## src/rtl/led_heartbeat_driver.sv

```systemverilog
// led_heartbeat_driver
//   Turns the once-per-second sec_tick pulse into a board LED pattern
//   (off, 1 Hz blink, double-blip heartbeat, PWM breathing) and keeps a
//   wrapping count of elapsed seconds for status/debug.
//
// Ports
//   clk          system clock (single-ended copy of the LVDS clock)
//   rst_n        asynchronous active-low reset
//   sec_tick     one-cycle pulse per second, synchronous to clk
//   mode[1:0]    requested pattern: 0 OFF, 1 BLINK, 2 HEARTBEAT, 3 BREATHE
//   mode_active  pattern currently in force (changes only on sec_tick)
//   beat_cnt     seconds elapsed since reset, wraps 255 -> 0
//   led_h        LED drive
//
// Optional build macro
//   LED_ACTIVE_LOW_EN  when defined, led_h is the inverse of the pattern
//                      value (current-sinking LED); resets to 1 and OFF
//                      drives 1.
//
// Heartbeat FSM
//   state     | meaning
//   HB_IDLE   | waiting for a tick, led off
//   HB_BLIP1  | first blip, led on for BLIP_CYC cycles
//   HB_GAP    | gap between blips, led off for BLIP_CYC cycles
//   HB_BLIP2  | second blip, led on for BLIP_CYC cycles
module led_heartbeat_driver #(
    parameter int CLK_HZ   = 16368000,
    parameter int BLIP_MS  = 100,
    parameter int PWM_BITS = 8
) (
    input  logic       clk,
    input  logic       rst_n,
    input  logic       sec_tick,
    input  logic [1:0] mode,
    output logic [1:0] mode_active,
    output logic [7:0] beat_cnt,
    output logic       led_h
);

    localparam int BLIP_CYC = int'((64'(CLK_HZ) * 64'(BLIP_MS)) / 64'd1000);
    localparam int STEP_CYC = CLK_HZ >> PWM_BITS;
    localparam int TW       = $clog2(BLIP_CYC + 1);
    localparam int PW       = $clog2(STEP_CYC + 1);

    localparam logic [TW-1:0]       T_LAST   = TW'(BLIP_CYC - 1);
    localparam logic [PW-1:0]       P_LAST   = PW'(STEP_CYC - 1);
    localparam logic [PWM_BITS-1:0] DUTY_MAX = '1;

    localparam logic [1:0] M_OFF   = 2'd0;
    localparam logic [1:0] M_BLINK = 2'd1;
    localparam logic [1:0] M_HB    = 2'd2;
    localparam logic [1:0] M_BR    = 2'd3;

`ifdef LED_ACTIVE_LOW_EN
    localparam logic LED_INV = 1'b1;
`else
    localparam logic LED_INV = 1'b0;
`endif

    typedef enum logic [1:0] {HB_IDLE, HB_BLIP1, HB_GAP, HB_BLIP2} hb_state_t;

    hb_state_t             hb_state, hb_state_d;
    logic [TW-1:0]         hb_timer, hb_timer_d;
    logic [PWM_BITS-1:0]   duty, duty_d;
    logic [PWM_BITS-1:0]   pwm_cnt, pwm_cnt_d;
    logic [PW-1:0]         presc, presc_d;
    logic                  dir_up, dir_up_d;
    logic [1:0]            mode_active_d;
    logic [7:0]            beat_cnt_d;
    logic                  pat_q, pat_d;
    logic                  entering;

    // The logical pattern value is recovered from the registered pin so
    // BLINK can toggle without a second copy of the LED state.
    assign pat_q = led_h ^ LED_INV;

    always_ff @(posedge clk or negedge rst_n) begin
        if (!rst_n) begin
            hb_state    <= HB_IDLE;
            hb_timer    <= '0;
            duty        <= '0;
            pwm_cnt     <= '0;
            presc       <= '0;
            dir_up      <= 1'b1;
            mode_active <= M_OFF;
            beat_cnt    <= 8'd0;
            led_h       <= LED_INV;
        end else begin
            hb_state    <= hb_state_d;
            hb_timer    <= hb_timer_d;
            duty        <= duty_d;
            pwm_cnt     <= pwm_cnt_d;
            presc       <= presc_d;
            dir_up      <= dir_up_d;
            mode_active <= mode_active_d;
            beat_cnt    <= beat_cnt_d;
            led_h       <= pat_d ^ LED_INV;
        end
    end

    always_comb begin
        hb_state_d    = hb_state;
        hb_timer_d    = hb_timer;
        duty_d        = duty;
        pwm_cnt_d     = pwm_cnt + 1'b1;
        presc_d       = presc;
        dir_up_d      = dir_up;
        mode_active_d = mode_active;
        beat_cnt_d    = beat_cnt;
        pat_d         = 1'b0;
        entering      = 1'b0;

        if (sec_tick) begin
            beat_cnt_d = beat_cnt + 8'd1;
            if (mode != mode_active) begin
                mode_active_d = mode;
                entering      = 1'b1;
                hb_state_d    = HB_IDLE;
                hb_timer_d    = '0;
                duty_d        = '0;
                dir_up_d      = 1'b1;
                presc_d       = '0;
            end
        end

        case (mode_active_d)
            M_OFF: begin
                pat_d = 1'b0;
            end
            M_BLINK: begin
                if (entering)      pat_d = 1'b1;
                else if (sec_tick) pat_d = ~pat_q;
                else               pat_d = pat_q;
            end
            M_HB: begin
                if (sec_tick) begin
                    // A tick always restarts the double blip, even mid-sequence.
                    hb_state_d = HB_BLIP1;
                    hb_timer_d = '0;
                end else if (hb_state != HB_IDLE) begin
                    if (hb_timer == T_LAST) begin
                        hb_timer_d = '0;
                        case (hb_state)
                            HB_BLIP1: hb_state_d = HB_GAP;
                            HB_GAP:   hb_state_d = HB_BLIP2;
                            default:  hb_state_d = HB_IDLE;
                        endcase
                    end else begin
                        hb_timer_d = hb_timer + 1'b1;
                    end
                end
                pat_d = (hb_state_d == HB_BLIP1) || (hb_state_d == HB_BLIP2);
            end
            default: begin
                if (sec_tick) begin
                    // The mode-entry tick leaves the ramp pointing up.
                    presc_d = '0;
                    if (!entering) dir_up_d = ~dir_up;
                end else if (presc == P_LAST) begin
                    presc_d = '0;
                    if (dir_up && duty != DUTY_MAX)  duty_d = duty + 1'b1;
                    else if (!dir_up && duty != '0)  duty_d = duty - 1'b1;
                end else begin
                    presc_d = presc + 1'b1;
                end
                pat_d = (pwm_cnt_d < duty_d);
            end
        endcase
    end

endmodule

```

## config.mk

```make
export PLATFORM = sky130hd
export DESIGN_NAME = led_heartbeat_driver
export DESIGN_NICKNAME = d
export VERILOG_FILES = /design/src/rtl/led_heartbeat_driver.sv
export SDC_FILE = /design/constraint.sdc
export NUM_CORES = 1
export LEC_CHECK = 0
export ABC_AREA = 1
export CELL_PAD_IN_SITES_DETAIL_PLACEMENT = 1
export CELL_PAD_IN_SITES_GLOBAL_PLACEMENT = 1
export CORE_AREA = 2 2 113 115
export CTS_CLUSTER_SIZE = 40
export DETAILED_ROUTE_END_ITERATION = 10
export DIE_AREA = 0 0 115 117
export HOLD_SLACK_MARGIN = 0.02
export PLACE_DENSITY_LB_ADDON = 0.08
export SYNTH_ARGS = -nofsm -noshare
export SYNTH_HDL_FRONTEND = slang
export SYNTH_SLANG_ARGS = --single-unit
```

## constraint.sdc

```tcl
create_clock -name clk -period 3.05 [get_ports clk]
set_clock_uncertainty 0.15 [all_clocks]
set_input_delay 0.4575 -clock clk [delete_from_list [all_inputs] [get_ports clk]]
set_output_delay 0.4575 -clock clk [all_outputs]
set_load 0.05 [all_outputs]
```

---- Yosys cells after proc, flatten, opt, wreduce, memory -nomap -nowiden ----
Index checks and enable logic that the tools add are counted.
storage, ports and cells
  register bits ........................... 67
  bits of input ports ..................... 5
  output and inout port bits .............. 11
  word-level logic and storage cells ...... 79
operators by class
  add/subtract/negate cells ............... 6
  magnitude comparators ................... 1
  equal/unequal tests ..................... 13
  muxes and demuxes ....................... 39
  bitwise logic cells ..................... 2
  reduce and logical (&&, ||, !) cells .... 9
operator list
  operator               number
  $mux 21                6
  $mux 16                5
  $mux 8                 8
  $add 8x1->8 const B    3
  $add 21x1->21 const B  1
  $eq 21x21->1 const B   1
  $mux 2                 9
  $add 16x1->16 const B  1
  $eq 16x16->1 const B   1
  $mux 1                 9
  $lt 8x8->1             1
  $ne 8x8->1 const B     1
  $reduce_bool 8->1      1
  $sub 8x1->8 const B    1
  $eq 2x1->1 const B     3
  $eq 2x2->1 const B     3
  $ne 2x1->1 const B     2
  $pmux 2 s2             1
  $ne 3x3->1 const B     1
  $pmux 1 s3             1
  $reduce_or 3->1        1
  $logic_and 1x1->1      2
  $logic_not 2->1        1
  $ne 2x2->1             1
  5 further kinds        6

---- Depth between registers and ports, before layout ----
  word-level depth ........................ 10
  depth in mapped cells ................... 18
  mapped depth without buffers ............ 18

---- Worst setup path before layout ----
OpenSTA, ideal clock, no wires.
  kind .................................... reg-to-reg
  start point ............................. reg mode_active[0]
  end point ............................... reg led_h
  setup time .............................. 0.078 ns
  data arrival time ....................... 2.436 ns
  path slack .............................. 0.386 ns
  stages on the path, launching flop included .. 14
  cells stage by stage .................... dfrtp_1 -> xnor2_1 -> nand2_1 -> nand2_1 -> inv_2 -> nor2_1 -> a22o_1 -> inv_1 -> ha_1 -> a21oi_1 -> nor2_1 -> a2111oi_0 -> nand2_1 -> a21oi_1
between the ends
  cells in the longest elaborated chain, start to end .. 10
RTL lines
  item                                                   line      text
  start: declaration                                     35        output logic [1:0] mode_active,
  start signal: assignment                               95        mode_active <= mode_active_d;
  $ne 2x2->1                                             115       if (mode != mode_active) begin
  $mux 8 / $mux 2 (equally long branches)                115
  $mux 8 / $mux 2 (equally long branches)                113       if (sec_tick) begin
  $mux 8 / $mux 2 (equally long branches)                162, 141
  $mux 8 / $mux 2 (equally long branches)                161, 140
  $mux 8 / $mux 2 (equally long branches)                159, 136
  $mux 8 / $mux 2 (equally long branches)                155, 126
  $mux 8 (tied with other cells)                         126       case (mode_active_d)
  $lt 8x8->1 / $logic_or 1x1->1 (equally long branches)  166, 152
  $pmux 1 s3                                             126
  end signal: assignment                                 97        led_h <= pat_d ^ LED_INV;
  end: declaration                                       37        output logic led_h
Several ways; a longest one is shown, not always the timed one. The select of a mux whose other input is x is not followed.
A chain may end at the register's enable or synchronous reset.

---- Worst setup path in the final report ----
  start point ............................. reg duty[0]
  end point ............................... reg led_h
between the ends
  cells in the longest elaborated chain, start to end .. 9
RTL lines
  item                                                                 line  text
  start: declaration                                                   64    logic [PWM_BITS-1:0] duty, duty_d;
  start signal: assignment                                             91    duty <= duty_d;
  parallel branches: the longest is 5 deep, another holds $sub 8x1->8  -
  $mux 8 (*)                                                           155   if (sec_tick) begin
  $mux 8 (*)                                                           126
  $lt 8x8->1 (*)                                                       166   pat_d = (pwm_cnt_d < duty_d);
  $pmux 1 s3 (*)                                                       126
Mark *: on every way between the ends. The select of a mux whose other input is x is not followed.

==> results.md <==
- The flow ran to the end, and the final reports show no timing, DRC or antenna violations.
- For this run, the post-layout net count is between 600 and 700.
- The flip-flop and latch count after synthesis is 67.
- The origin of the worst setup path is duty[0]$_DFF_PN0_.
- The normalized max-slew margin is 40.5%.
- The worst supply voltage drop on vdd is 0.444 mV.
- For this configuration, the core starts out at a cell density of between 30% and 40%.
- The final critical path takes up 91.1% of the cycle.
- Measured in cells, the most critical reg-to-reg path has a length of 16.
- 0 antenna diodes ended up in the layout.
- Once detail routing completed, the nets flagged for antenna violations numbered 0.
- The total of buffers placed on input and output ports is 15.
- The per-cell routed wire length is approximately 16 um.
- The flip-flop cell with the highest count after synthesis is sky130_fd_sc_hd__dfrtp_1.
- The number of global-route vias before repair is about 4k.
- The number of design-rule violations left by the first detailed-router iteration is 126.
- Derived from the worst setup path, the maximum achievable clock frequency is 0.360 GHz.
- The floorplan has between 40 and 50 rows.
- Synthesis instantiated 45 different standard cells from the library.
- The category of the most critical setup path is reg2reg.
- The portion of the post-synthesis area used by sequential elements is around 40%.
- Hold is met by between 0.1 and 0.15 ns.
- The clock tree from TritonCTS is built.
- The largest fanout on the critical path is 6.
- Buffers inserted during clock tree synthesis total 9.
- The worst-margin pin slew is between 0.8 and 0.9 ns.
- The first global-routing pass estimated a little over 20,000 um of wire.
- The H-tree was split into 3 levels.
- Global routing finished with a remaining overflow of 0.
- The HPWL after detailed placement is approximately 8600 um.
- The worst setup slack for register-to-register paths is 0.27 ns.
- The cell area that synthesis handed to floorplanning was 4230 sq um.
- The number of nets in the synthesized netlist is between 500 and 600.
- The post-route netlist has about a tenth of its cells at a drive strength greater than 1.
- In the global route stage, overall resource usage came out at approximately a fifth.
- The final estimated routing congestion in global placement is 0.811.
- The routed layout has 3,762 vias.
- The number of vias per cell after detailed routing is 5.12.
- The endpoint kind of the worst setup timing path is a register.
- The core occupancy in the finished layout is about two fifths.
- The arrival time at the worst endpoint is between 2 and 3 ns.
- Setup repair after global routing left no endpoint under its margin.
- After layout, the minimum clock period comes to 2.78 ns.
- The worst setup path is launched from a register.
- The post-CTS clock slew at the launch and capture registers of the worst setup and hold paths is ~0.060 ns.
- The async set or reset register ratio after synthesis is 100%.
- The synthesized area per cell is 7.70 sq um.
- The library cell used as clock root buffer is sky130_fd_sc_hd__clkbuf_16.
- The power consumption is about 2.6 mW.
- The floorplan die width is 115 um.
- The total clock sinks is 67.
- The number of endpoints with negative hold slack in the final report is 0.
- Setup violations remaining at the end of the flow were counted as 0.
- In this run the standard cell core region covers approximately 12,000 sq um.
- The die covers about 13,000 sq um.
- In this run, synthesis inferred 0 flip-flops with an integrated enable.
- The first-pass iteration count of the detailed router is 4.
- No sink is reached through more buffers than the 2 on the longest clock path.
- The worst register-to-register path begins at duty[0]$_DFF_PN0_.
- From synthesis to final layout, the design area changed by 16.8%.
- Data on the critical path is required at its endpoint by 3.15 ns.
- The post-synthesis cell count is approximately 550.
- The height of the die is about 120 um.
- The filler cell count is between 1.5k and 2k.
- The leakage power is 2.23 nW.
- After detailed routing, the total wire length is between 10,000 and 15,000 um.
- Power spread over the standard cell area amounts to roughly 520 nW/um^2.
- The later pin in the worst-skew pair is clocked with a latency of around 0.33 ns.
- Across the run, the number of max-cap violations was 0.
- The number of slew-limit violations in the final report came to 0.
- The number of DRC violations after detailed routing is 0.
- In this run the worst setup path terminates at led_h$_DFFE_PN0P_.
- The boundary pin count is 16.
- The type of the worst min-delay path is in2async.
- The number of synthesis warnings is 0.
- The cell area after placement is about 4600 sq um.
- The number of antenna violations at the first check in global routing was 0.
- The finished layout cell area is 4930 sq um.
- The pin count of the biggest net entering global routing is 68.
- The count of hold buffers inserted by post-cts repair is 0.
- The capture point of the worst reg-to-reg path is led_h$_DFFE_PN0P_.
==> registers in the layout, summed over array words and instances (netlist names) <==
name and count:
beat_cnt 8, led_h 1, duty 8, pwm_cnt 8, hb_timer 21, hb_state 2, presc 16, mode_active 2
dir_up 1
==> report_power, final <==
group          internal (mW)  leakage (nW)  switching (mW)
combinational          0.181          1.20           0.397
clock                  0.555         0.136           0.413
sequential             0.954         0.892          0.0699
total                   1.69          2.23           0.881
==> final cells by class <==
type	count	area [sq um]	area share (%)
clock inverter	7	52.6	1.07
multi-input combinational	388	2200	44.7
clock buffer	9	225	4.57
tap	150	188	3.80
sequential	67	1680	34.1
timing repair buffer	29	265	5.38
inverter	85	319	6.47
==> synthesized netlist by cell type (9+ instances only) <==
| cell type | n | share of area [%] |
|---|---|---|
| sky130_fd_sc_hd__nand2_1 | 107 | 9.5 |
| sky130_fd_sc_hd__inv_1 | 79 | 7.0 |
| sky130_fd_sc_hd__dfrtp_1 | 66 | 39 |
| sky130_fd_sc_hd__nor2_1 | 59 | 5.2 |
| sky130_fd_sc_hd__nand3_1 | 35 | 4.1 |
| sky130_fd_sc_hd__o21ai_0 | 29 | 3.4 |
| sky130_fd_sc_hd__a21oi_1 | 24 | 2.8 |
| sky130_fd_sc_hd__xor2_1 | 20 | 4.1 |
| sky130_fd_sc_hd__ha_1 | 17 | 5.0 |
| sky130_fd_sc_hd__nor3_1 | 17 | 2.0 |
| sky130_fd_sc_hd__nand4_1 | 11 | 1.6 |
| sky130_fd_sc_hd__o22ai_1 | 10 | 1.5 |
| sky130_fd_sc_hd__xnor2_1 | 9 | 1.9 |
==> worst min path at each step <==
stage                                          to  slack, ns  cells past startpoint
after floorplan           beat_cnt[0]$_DFFE_PN0P_       0.01                      0
after global placement    beat_cnt[7]$_DFFE_PN0P_       0.31                      1
after detailed placement  beat_cnt[7]$_DFFE_PN0P_       0.32                      1
after CTS                    presc[8]$_DFFE_PN0P_       0.14                      1
after global routing         presc[8]$_DFFE_PN0P_       0.18                      1
final                        presc[2]$_DFFE_PN0P_       0.10                      1
==> through the flow <==
stage,setup WS [ns],setup TNS (ns),cells
final,0.272,0,735
after detailed placement,-0.00142,-0.00142,716
after floorplan,0.386,0,549
after global placement,0.0981,0,716
after CTS,0.0258,0,732
after global routing,0.0171,0,735
==> what timing repair did <==
item	CTS	global route
setup endpoints to repair	0	1
resized for setup	0	8
buffers inserted	0	3
==> cell families (layout without fill, tap and decap cells) <==
| kind of cell | after synthesis | after routing | synth area share (%) |
|---|---|---|---|
| compound gates | 87 | 87 | 12.3 |
| xor+xnor | 29 | 29 | 6.01 |
| fa+ha+maj | 17 | 17 | 5.03 |
| buf+inv | 94 | 130 | 8.65 |
| flops | 67 | 67 | 39.7 |
| mux | 1 | 1 | 0.237 |
| simple gates | 254 | 254 | 28.0 |
==> worst max-delay path, cell delays in order, from the launching register on <==
cell and delay, ns:
sky130_fd_sc_hd__dfrtp_2 0.44, sky130_fd_sc_hd__ha_1 0.22, sky130_fd_sc_hd__nand2_1 0.09, sky130_fd_sc_hd__nor2_1 0.06, sky130_fd_sc_hd__nand2_1 0.08, sky130_fd_sc_hd__nand2_2 0.10, sky130_fd_sc_hd__inv_1 0.15, sky130_fd_sc_hd__nand2_1 0.07
sky130_fd_sc_hd__o22ai_1 0.16, sky130_fd_sc_hd__a22o_1 0.16, sky130_fd_sc_hd__inv_1 0.05, sky130_fd_sc_hd__ha_1 0.28, sky130_fd_sc_hd__a21oi_1 0.13, sky130_fd_sc_hd__nor2_1 0.07, sky130_fd_sc_hd__a2111oi_2 0.28, sky130_fd_sc_hd__nand2_1 0.09
sky130_fd_sc_hd__a21oi_1 0.13
==> metal layers <==
layer | GRT usage, % | wire length [um] | up-vias
met3 | 2.52 | 180 | 15
met4 | 5.62 | 201 | 0
met1 | 25.2 | 5720 | 1857
li1 | - | - | 1862
met5 | 0 | 0 | -
met2 | 32.7 | 5530 | 28
==> placed cells by master (no fill, tap or decap), types with 3 or more instances in the layout <==
cell / count
sky130_fd_sc_hd__xnor2_1: 9
sky130_fd_sc_hd__nand4_1: 11
sky130_fd_sc_hd__o21ai_0: 29
sky130_fd_sc_hd__xor2_1: 20
sky130_fd_sc_hd__ha_1: 17
sky130_fd_sc_hd__o211ai_1: 6
sky130_fd_sc_hd__nand3b_1: 3
sky130_fd_sc_hd__clkdlybuf4s50_1: 14
sky130_fd_sc_hd__nor2_4: 3
sky130_fd_sc_hd__nand3_1: 35
sky130_fd_sc_hd__nand2_1: 106
sky130_fd_sc_hd__buf_4: 14
sky130_fd_sc_hd__a21oi_1: 24
sky130_fd_sc_hd__nand2_2: 3
sky130_fd_sc_hd__inv_2: 7
sky130_fd_sc_hd__nor4_1: 4
sky130_fd_sc_hd__inv_1: 78
sky130_fd_sc_hd__a32o_1: 3
sky130_fd_sc_hd__dfrtp_1: 64
sky130_fd_sc_hd__nor3_1: 17
sky130_fd_sc_hd__clkbuf_16: 9
sky130_fd_sc_hd__a22oi_1: 3
sky130_fd_sc_hd__nor2_1: 59
sky130_fd_sc_hd__o22ai_1: 10
Note: power is estimated with default switching activity, not from simulation.
